**src/rtl/adv7513_pkg.sv**
```systemverilog
// adv7513_pkg: shared types and constants for the ADV7513 init sequencer.
//   state_t       - sequencer state encoding
//   REG_*/DAT_*   - bit positions of reg_addr/data inside a 16-bit table entry
//   I2C_STATUS_OK - i2c_master status code for a clean transaction
//   cnt_width()   - width of a down-counter holding 0..max_val (minimum 1)
package adv7513_pkg;

   typedef enum logic [2:0] {
      S_IDLE   = 3'd0,
      S_LOAD   = 3'd1,
      S_ISSUE  = 3'd2,
      S_WAIT   = 3'd3,
      S_CHECK  = 3'd4,
      S_DELAY  = 3'd5,
      S_VERIFY = 3'd6
   } state_t;

   localparam int unsigned REG_HI = 15;
   localparam int unsigned REG_LO = 8;
   localparam int unsigned DAT_HI = 7;
   localparam int unsigned DAT_LO = 0;

   localparam logic [2:0] I2C_STATUS_OK = 3'd0;

   function automatic int unsigned cnt_width(input int unsigned max_val);
      return (max_val == 0) ? 1 : $clog2(max_val + 1);
   endfunction

endpackage

```
**src/rtl/adv7513_init_rom.sv**
```systemverilog
// adv7513_init_rom: combinational power-up register table for the ADV7513.
// Ports:
//   tbl_idx   (in,  IDX_W) - table index
//   tbl_entry (out, 16)    - {reg_addr, data}; zero beyond the last entry
module adv7513_init_rom
   import adv7513_pkg::*;
#(
   parameter int unsigned IDX_W = 8
) (
   input  logic [IDX_W-1:0] tbl_idx,
   output logic [15:0]      tbl_entry
);

   always_comb begin
      tbl_entry = 16'h0000;
      case (tbl_idx)
         IDX_W'(0):  tbl_entry = {8'h41, 8'h10};
         IDX_W'(1):  tbl_entry = {8'h98, 8'h03};
         IDX_W'(2):  tbl_entry = {8'h9A, 8'hE0};
         IDX_W'(3):  tbl_entry = {8'h9C, 8'h30};
         IDX_W'(4):  tbl_entry = {8'h9D, 8'h61};
         IDX_W'(5):  tbl_entry = {8'hA2, 8'hA4};
         IDX_W'(6):  tbl_entry = {8'hA3, 8'hA4};
         IDX_W'(7):  tbl_entry = {8'hE0, 8'hD0};
         IDX_W'(8):  tbl_entry = {8'hF9, 8'h00};
         IDX_W'(9):  tbl_entry = {8'h15, 8'h00};
         IDX_W'(10): tbl_entry = {8'h16, 8'h30};
         IDX_W'(11): tbl_entry = {8'h17, 8'h02};
         IDX_W'(12): tbl_entry = {8'h18, 8'h46};
         IDX_W'(13): tbl_entry = {8'hAF, 8'h06};
         IDX_W'(14): tbl_entry = {8'hBA, 8'h60};
         IDX_W'(15): tbl_entry = {8'hD6, 8'hC0};
         default:    tbl_entry = 16'h0000;
      endcase
   end

endmodule

```
**src/rtl/adv7513_init_seq.sv**
```systemverilog
// adv7513_init_seq: programs the ADV7513 after hot-plug by walking a
// register/data table and issuing one i2c_master write per entry, with
// per-entry retries, a transaction timeout and an inter-transaction gap.
// Optional macro ADV7513_INIT_VERIFY_EN adds a read-back of every write.
// Ports:
//   clk, reset                  - clock, synchronous active-high reset
//   start, hpd                  - sequence request, synchronised hot-plug detect
//   done, error, err_idx        - sticky status and failing table index
//   tbl_idx, tbl_entry          - external table port (used when USE_EXT_TABLE)
//   i2c_chip_addr/reg_addr/data_in, i2c_write_en/read_en - request to i2c_master
//   i2c_busy, i2c_status, i2c_data_out                   - response from i2c_master
module adv7513_init_seq
   import adv7513_pkg::*;
#(
   parameter logic [6:0]  CHIP_ADDR     = 7'h72,
   parameter int unsigned NUM_REGS      = 16,
   parameter int unsigned IDX_W         = 8,
   parameter int unsigned TXN_DELAY     = 1000,
   parameter int unsigned MAX_RETRIES   = 3,
   parameter int unsigned TIMEOUT       = 65535,
   parameter bit          USE_EXT_TABLE = 1'b0
) (
   input  logic             clk,
   input  logic             reset,
   input  logic             start,
   input  logic             hpd,
   output logic             done,
   output logic             error,
   output logic [IDX_W-1:0] err_idx,
   output logic [IDX_W-1:0] tbl_idx,
   input  logic [15:0]      tbl_entry,
   output logic [6:0]       i2c_chip_addr,
   output logic [7:0]       i2c_reg_addr,
   output logic [7:0]       i2c_data_in,
   output logic             i2c_write_en,
   output logic             i2c_read_en,
   input  logic             i2c_busy,
   input  logic [2:0]       i2c_status,
   input  logic [7:0]       i2c_data_out
);

   localparam int unsigned DLY_W = cnt_width(TXN_DELAY);
   localparam int unsigned TMO_W = cnt_width(TIMEOUT);
   localparam int unsigned RTY_W = cnt_width(MAX_RETRIES);
   localparam logic [IDX_W-1:0] LAST_IDX = IDX_W'(NUM_REGS - 1);

   state_t           state;
   logic [DLY_W-1:0] dly_cnt;
   logic [TMO_W-1:0] tmo_cnt;
   logic [RTY_W-1:0] retries;
   logic             first_wait;
   logic             timed_out;
   logic             succ;
   logic             hpd_lost;
   logic             aborting;
   logic             txn_ok;
   logic [15:0]      rom_entry;
   logic [15:0]      entry;

   adv7513_init_rom #(.IDX_W(IDX_W)) u_rom (
      .tbl_idx   (tbl_idx),
      .tbl_entry (rom_entry)
   );

   assign entry = USE_EXT_TABLE ? tbl_entry : rom_entry;

   // hot-plug loss is sticky for the rest of the sequence
   assign aborting = hpd_lost | ~hpd;

`ifdef ADV7513_INIT_VERIFY_EN
   logic verifying;

   // a read-back passes only if the returned byte matches what was written
   always_comb begin
      txn_ok = (i2c_status == I2C_STATUS_OK) && !timed_out;
      if (verifying && (i2c_data_out != i2c_data_in)) txn_ok = 1'b0;
   end
`else
   logic [7:0] unused_data_out;
   assign unused_data_out = i2c_data_out;

   always_comb begin
      txn_ok = (i2c_status == I2C_STATUS_OK) && !timed_out;
   end
`endif

   // sequencer state machine with registered outputs
   always_ff @(posedge clk) begin
      if (reset) begin
         state         <= S_IDLE;
         done          <= 1'b0;
         error         <= 1'b0;
         err_idx       <= '0;
         tbl_idx       <= '0;
         i2c_write_en  <= 1'b0;
         i2c_read_en   <= 1'b0;
         i2c_reg_addr  <= 8'h00;
         i2c_data_in   <= 8'h00;
         i2c_chip_addr <= CHIP_ADDR;
         dly_cnt       <= '0;
         tmo_cnt       <= '0;
         retries       <= '0;
         first_wait    <= 1'b0;
         timed_out     <= 1'b0;
         succ          <= 1'b0;
         hpd_lost      <= 1'b0;
`ifdef ADV7513_INIT_VERIFY_EN
         verifying     <= 1'b0;
`endif
      end else begin
         if ((state != S_IDLE) && !hpd) hpd_lost <= 1'b1;

         case (state)
            S_IDLE: begin
               if (start && hpd) begin
                  done     <= 1'b0;
                  error    <= 1'b0;
                  tbl_idx  <= '0;
                  retries  <= '0;
                  hpd_lost <= 1'b0;
                  state    <= S_LOAD;
               end
            end

            // entry has had a full cycle to settle since tbl_idx changed;
            // the pulse is held off while a timed-out transfer is still busy
            S_LOAD: begin
               i2c_reg_addr <= entry[REG_HI:REG_LO];
               i2c_data_in  <= entry[DAT_HI:DAT_LO];
               if (aborting) begin
                  state <= S_IDLE;
               end else if (!i2c_busy) begin
                  i2c_write_en <= 1'b1;
`ifdef ADV7513_INIT_VERIFY_EN
                  verifying    <= 1'b0;
`endif
                  state        <= S_ISSUE;
               end
            end

            // request pulse is visible during this state
            S_ISSUE: begin
               i2c_write_en <= 1'b0;
               i2c_read_en  <= 1'b0;
               tmo_cnt      <= TMO_W'(TIMEOUT);
               first_wait   <= 1'b1;
               timed_out    <= 1'b0;
               state        <= S_WAIT;
            end

            // busy may lag the pulse by a cycle, so the first cycle is skipped
            S_WAIT: begin
               if (tmo_cnt != '0) tmo_cnt <= tmo_cnt - TMO_W'(1);
               if (first_wait) begin
                  first_wait <= 1'b0;
               end else if (!i2c_busy) begin
                  state <= S_CHECK;
               end else if (tmo_cnt == '0) begin
                  timed_out <= 1'b1;
                  state     <= S_CHECK;
               end
            end

            S_CHECK: begin
               dly_cnt <= DLY_W'(TXN_DELAY);
               if (aborting) begin
                  state <= S_IDLE;
               end else if (txn_ok) begin
`ifdef ADV7513_INIT_VERIFY_EN
                  if (!verifying) begin
                     state <= S_VERIFY;
                  end else begin
                     succ  <= 1'b1;
                     state <= S_DELAY;
                  end
`else
                  succ  <= 1'b1;
                  state <= S_DELAY;
`endif
               end else if (retries < RTY_W'(MAX_RETRIES)) begin
                  retries <= retries + RTY_W'(1);
                  succ    <= 1'b0;
                  state   <= S_DELAY;
               end else begin
                  error   <= 1'b1;
                  err_idx <= tbl_idx;
                  state   <= S_IDLE;
               end
            end

`ifdef ADV7513_INIT_VERIFY_EN
            // read back the register just written, reusing the issue/wait path
            S_VERIFY: begin
               if (aborting) begin
                  state <= S_IDLE;
               end else if (!i2c_busy) begin
                  i2c_read_en <= 1'b1;
                  verifying   <= 1'b1;
                  state       <= S_ISSUE;
               end
            end
`endif

            // one cycle here plus TXN_DELAY countdown cycles
            S_DELAY: begin
               if (aborting) begin
                  state <= S_IDLE;
               end else if (dly_cnt != '0) begin
                  dly_cnt <= dly_cnt - DLY_W'(1);
               end else if (!succ) begin
                  state <= S_LOAD;
               end else if (tbl_idx == LAST_IDX) begin
                  done  <= 1'b1;
                  state <= S_IDLE;
               end else begin
                  tbl_idx <= tbl_idx + IDX_W'(1);
                  retries <= '0;
                  state   <= S_LOAD;
               end
            end

            default: state <= S_IDLE;
         endcase
      end
   end

endmodule

```
**config.mk**
```make
export PLATFORM = sky130hd
export DESIGN_NAME = adv7513_init_seq
export DESIGN_NICKNAME = d
export VERILOG_FILES = /design/src/rtl/adv7513_pkg.sv /design/src/rtl/adv7513_init_rom.sv /design/src/rtl/adv7513_init_seq.sv
export SDC_FILE = /design/constraint.sdc
export NUM_CORES = 1
export LEC_CHECK = 0
export ABC_AREA = 1
export CORE_MARGIN = 2
export CORE_UTILIZATION = 53
export DETAILED_ROUTE_END_ITERATION = 8
export PLACE_DENSITY = 0.87
export SETUP_SLACK_MARGIN = 0.02
export SLEW_MARGIN = 20
export SYNTH_ARGS = -nofsm -noshare
export SYNTH_HDL_FRONTEND = slang
export SYNTH_HIERARCHICAL = 1
export SYNTH_SLANG_ARGS = --single-unit
```
**constraint.sdc**
```tcl
create_clock -name clk -period 2.3 [get_ports clk]
set_clock_uncertainty 0.1 [all_clocks]
set_input_delay 0.23 -clock clk [delete_from_list [all_inputs] [get_ports clk]]
set_output_delay 0.23 -clock clk [all_outputs]
set_load 0.03 [all_outputs]
```
Word-level counts from Yosys, hierarchy flattened
Memories as Yosys holds them, arrays and structs flattened. A register that Yosys moved wholly into a read port is not among the register bits.
Index checks and enable logic that the tools add are counted.
{"block": "totals", "ram_bits": 0, "in_bits": 32, "latchBits": 0, "mem_bits_ro": 240, "reg_bits": 70, "elab_cells": 142, "mem_count": 1, "output_inout_bits": 43}
{"block": "classes", "n_eq_ne": 26, "n_shift": 0, "add_sub_neg": 4, "mux": 60, "n_reduce_logical": 30, "div": 0, "n_bitwise": 5, "order_cmp": 1, "multipliers": 0}
{"memory": "(no name shown)", "depth": 16, "width": 15, "rd": 1, "rd_clocked_by_memory_dff": 1, "wr": 0, "line": "adv7513_init_rom.sv:16", "source": "case (tbl_idx)"}
{"operator": "$mux W8", "n": 5}
{"operator": "$ne A2 B2 Y1 const B", "n": 17}
{"operator": "$mux W3", "n": 11}
{"operator": "$mux W16", "n": 2}
{"operator": "$pmux W16 S2", "n": 1}
{"operator": "$mux W1", "n": 20}
{"operator": "$mux W10", "n": 2}
{"operator": "$pmux W10 S2", "n": 1}
{"operator": "$pmux W3 S6", "n": 1}
{"operator": "$logic_not A16 Y1", "n": 1}
{"operator": "$mux W2", "n": 8}
{"operator": "$pmux W8 S2", "n": 1}
{"operator": "$reduce_bool A16 Y1", "n": 1}
{"operator": "$sub A16 B1 Y16 const B", "n": 1}
{"operator": "$reduce_and A6 Y1", "n": 2}
{"operator": "$reduce_bool A2 Y1", "n": 6}
{"operator": "$pmux W1 S2", "n": 5}
{"operator": "$reduce_and A5 Y1", "n": 2}
{"operator": "$reduce_bool A10 Y1", "n": 1}
{"operator": "$sub A10 B1 Y10 const B", "n": 1}
{"operator": "$ne A3 B3 Y1 const B", "n": 3}
{"operator": "$reduce_and A3 Y1", "n": 3}
{"operator": "$reduce_and A9 Y1", "n": 1}
{"operator": "$add A8 B1 Y8 const B", "n": 1}
{"operator": "other kinds (17)", "n": 29}

Logic depth before layout (Yosys ltp)
{"block": "logic_depth", "word_depth": 8, "ltp_mapped": 12, "depth_no_buf": 12}

Modules after synthesis
The synthesis kept the hierarchy.
{"module": "adv7513_init_seq", "area_each_um2": 3757.4, "cells_per_inst": 547, "seq_area_each_um2": 1401.3, "instances": 1}
{"module": "adv7513_init_rom", "area_each_um2": 508.0, "cells_per_inst": 99, "seq_area_each_um2": 0.0, "instances": 1}

Worst setup path after synthesis
Ideal clock, no wire load.
{"block": "synth_path", "path_kind": "register -> register", "from": "register tbl_idx[1] (netlist name)", "to": "register i2c_reg_addr[1]", "t_required_ns": 2.068, "synth_period_minus_slack_ns": 1.888, "stages_incl_launch_ff": 8, "arrival_ns": 1.656, "path_buffers": 0, "slack_ns": 0.412, "setup_time_ns": 0.132, "path_cell_list": "dfxtp_1 > inv_1 > ha_1 > a21oi_1 > and2_1 > nor2_1 > nand2_1 > a21oi_1"}
{"element": "end signal, assigned", "line": "adv7513_init_seq.sv:128", "source": "i2c_reg_addr <= entry[REG_HI:REG_LO];"}
{"element": "end, declared", "line": "adv7513_init_seq.sv:33", "source": "output logic [7:0] i2c_reg_addr,"}

Final worst setup path
{"block": "layout_path", "from": "register tbl_idx[1]", "to": "output port tbl_idx[1]"}
{"element": "start, declared", "line": "adv7513_init_seq.sv:30", "source": "output logic [IDX_W-1:0] tbl_idx,"}
{"element": "start signal, assigned", "line": "adv7513_init_seq.sv:216", "source": "tbl_idx <= tbl_idx + IDX_W'(1);"}
No word-level cell between the ends.

==> impl_metrics.tcl <==
set metrics [dict create \
    status "finished, final reports clean" \
    grt_overflow 0 \
    relSlewSlack_pct 66.2 \
    synth.top_cells.by_count "nand2_1, nor2_1, dfxtp_1" \
    wl_per_cell_um 13.0 \
    ys_seq_elements 70 \
    avgViaCountPerCell 5.46 \
    rows 32 \
    post-route-period-util_pct 87.4 \
    io_buffers 42 \
    drv_slew 0 \
    cts-htree-levels 3 \
    drc 0 \
    syn_area_per_cell_sq_um 6.60 \
    dp_hpwl_um 7260 \
    nFillCells 684 \
    top_layer_used "met4" \
    irDropWorstVdd_mv 0.816 \
    netlist.area_leader.share_pct 32.9 \
    cts.sinks 70 \
    cts_resized 0 \
    setup_viol_count_final 0 \
    ios 75 \
    fmax_mhz 498 \
    leakagePower_uw 0.00216 \
    worstSkewPairLatency_ns 0.34 \
    cts_tree "yes" \
    synth_warnings 6 \
    grt_util_all_layers_pct 23.9 \
    synth_ff_type "dfxtp_1" \
    wl_met1_um 4570 \
    finalWirelength_um 10300 \
    grt_pass1_vias 3931 \
    clk_pin_slew_ns 0.08 \
    cp_data_arrival_time_ns 1.68 \
    finalSetupTns_ns 0 \
    synth_edf_count 0 \
    syn-cell-area_sq_um 4270 \
    powerDensity_nw_per_um2 1190 \
    multi_input_area_sq_um 2470 \
    min-delay-path-class "register to register" \
    postSynthCellCount 646 \
    antenna_left 0 \
    grt_max_degree 47 \
    post_cts_buffers 0 \
    rsz0062_at_grt "false" \
    synth.most_common_cell "nand2_1" \
    hold_violations 0 \
    grt_pass1_wl_um 17200 \
    critPathKind "register to output pin" \
    synth.largest_area_cell "dfxtp_1" \
    ys_seq_area_share_pct 32.9 \
    drt_pass1_iterations 5 \
    start_util_pct 54.9 \
    core_sq_um 7770 \
    antenna_found_initial 0 \
    reg2regPathDepth 7 \
    vias 4319 \
    seq_area_sq_um 1400 \
    critPathRequiredTime_ns 1.97 \
    critPathLaunchType "register" \
    async_flop_share_pct 0 \
    synth_cell_types 45 \
    synth_area_leaders "dfxtp_1, nand2_1, nor2_1" \
    area_growth_pct 15.2 \
    worstHoldPathCells 2 \
    drv_cap 0 \
    layout_min_cycle_time_ns 2.01 \
    total_power_uw 5850 \
    dieArea_sq_um 8780 \
    numCtsBuffers 9 \
    globalplace.congestion 0.910 \
    cts_hold_buf 0 \
    worstSetupEndpointType "output pin" \
    met3_length_um 567 \
    num_antenna_cells 0 \
    wl_met2_um 4850 \
    die_w_um 93.7 \
    cp_max_fo 8 \
    cts_root_buf "clkbuf_8" \
    cts.path.max_buffers 2 \
    dr.first_iter.drc_count 322 \
    worst_pin_slew_ns 0.508 \
    nets 730 \
    drive_above_1_share_pct 9.43 \
    die_height_um 93.7 \
]
[layer usage]
metal  track usage, %  up-vias
met1             29.7     1983
met5                0        -
li1                 -     2152
met2             39.8      157
met3             3.53       27
met4             12.7        0
[logic make-up (layout without fill, tap and decap cells)]
group | count (synthesis) | in the layout | share of synthesized area, %
DFF | 70 | 70 | 32.9
other | 3 | 9 | 0.264
adders and majority gates | 13 | 13 | 3.81
xor gates and xnor gates | 11 | 11 | 2.26
and+or+nand+nor | 352 | 352 | 36.6
buffers and inverters | 85 | 122 | 9.71
AOI/OAI and AO/OA | 112 | 112 | 14.5
[area by class of cell]
type / instances / share of cell area [%]
Multi-Input combinational cell: 497 / 50.3
Tap cell: 102 / 2.60
Timing Repair Buffer: 52 / 10.1
Sequential cell: 70 / 28.5
Clock inverter: 3 / 0.866
Inverter: 55 / 4.25
Clock buffer: 12 / 3.36
[cells in the final DEF, fill, tap and decap left out, types with 6 or more instances in the layout]
master	count
xor2_1	7
nor2_1	95
nand3_1	60
buf_4	10
dfxtp_1	70
o21ai_0	29
a21oi_1	60
o21ai_1	6
inv_1	46
nand2_2	7
ha_1	13
conb_1	9
inv_2	8
nor2_2	6
clkdlybuf4s50_1	42
nand4_1	6
nand2_1	156
clkbuf_8	12
[registers in the layout, summed over array words and instances (netlist names)]
| register | cells |
|---|---|
| hpd_lost | 1 |
| error | 1 |
| retries | 2 |
| i2c_write_en | 1 |
| first_wait | 1 |
| i2c_reg_addr | 8 |
| err_idx | 8 |
| i2c_data_in | 8 |
| succ | 1 |
| timed_out | 1 |
| tmo_cnt | 16 |
| tbl_idx | 8 |
| done | 1 |
| dly_cnt | 10 |
| state | 3 |
[per-stage QoR]
step / hold WS [ns] / std cells / utilization, % / area, sq um / worst slack (ns)
floorplan: 0.340 / 652 / - / 4290 / 0.412
global placement: 0.355 / 776 / 60.6 / 4710 / 0.410
detailed placement: 0.359 / 776 / 60.6 / 4710 / 0.369
CTS: 0.371 / 791 / 63.3 / 4910 / 0.280
global route: 0.393 / 791 / 63.3 / 4910 / 0.231
finish: 0.368 / 791 / 63.3 / 4910 / 0.290
[worst paths after layout]
check | start | slack, ns | end
worst min register to register | i2c_reg_addr[0] | 0.37 | i2c_reg_addr[0]
worst min-delay path | i2c_reg_addr[0] | 0.37 | i2c_reg_addr[0]
worst max-delay path | tbl_idx[1] | 0.29 | tbl_idx[1]
worst max register to register | tbl_idx[0] | 0.44 | i2c_reg_addr[1]
[where the power goes]
part / internal, uW / switching (uW) / total [uW]
Clock: 582 / 463 / 1050
Combinational: 1080 / 1990 / 3070
Sequential: 1480 / 261 / 1740
[worst max-delay path, stage by stage (launching register included)]
cell             delay (ns)
dfxtp_1                0.43
buf_4                  0.21
clkdlybuf4s50_1        0.69
No activity file was read; power rests on OpenSTA's default activity.
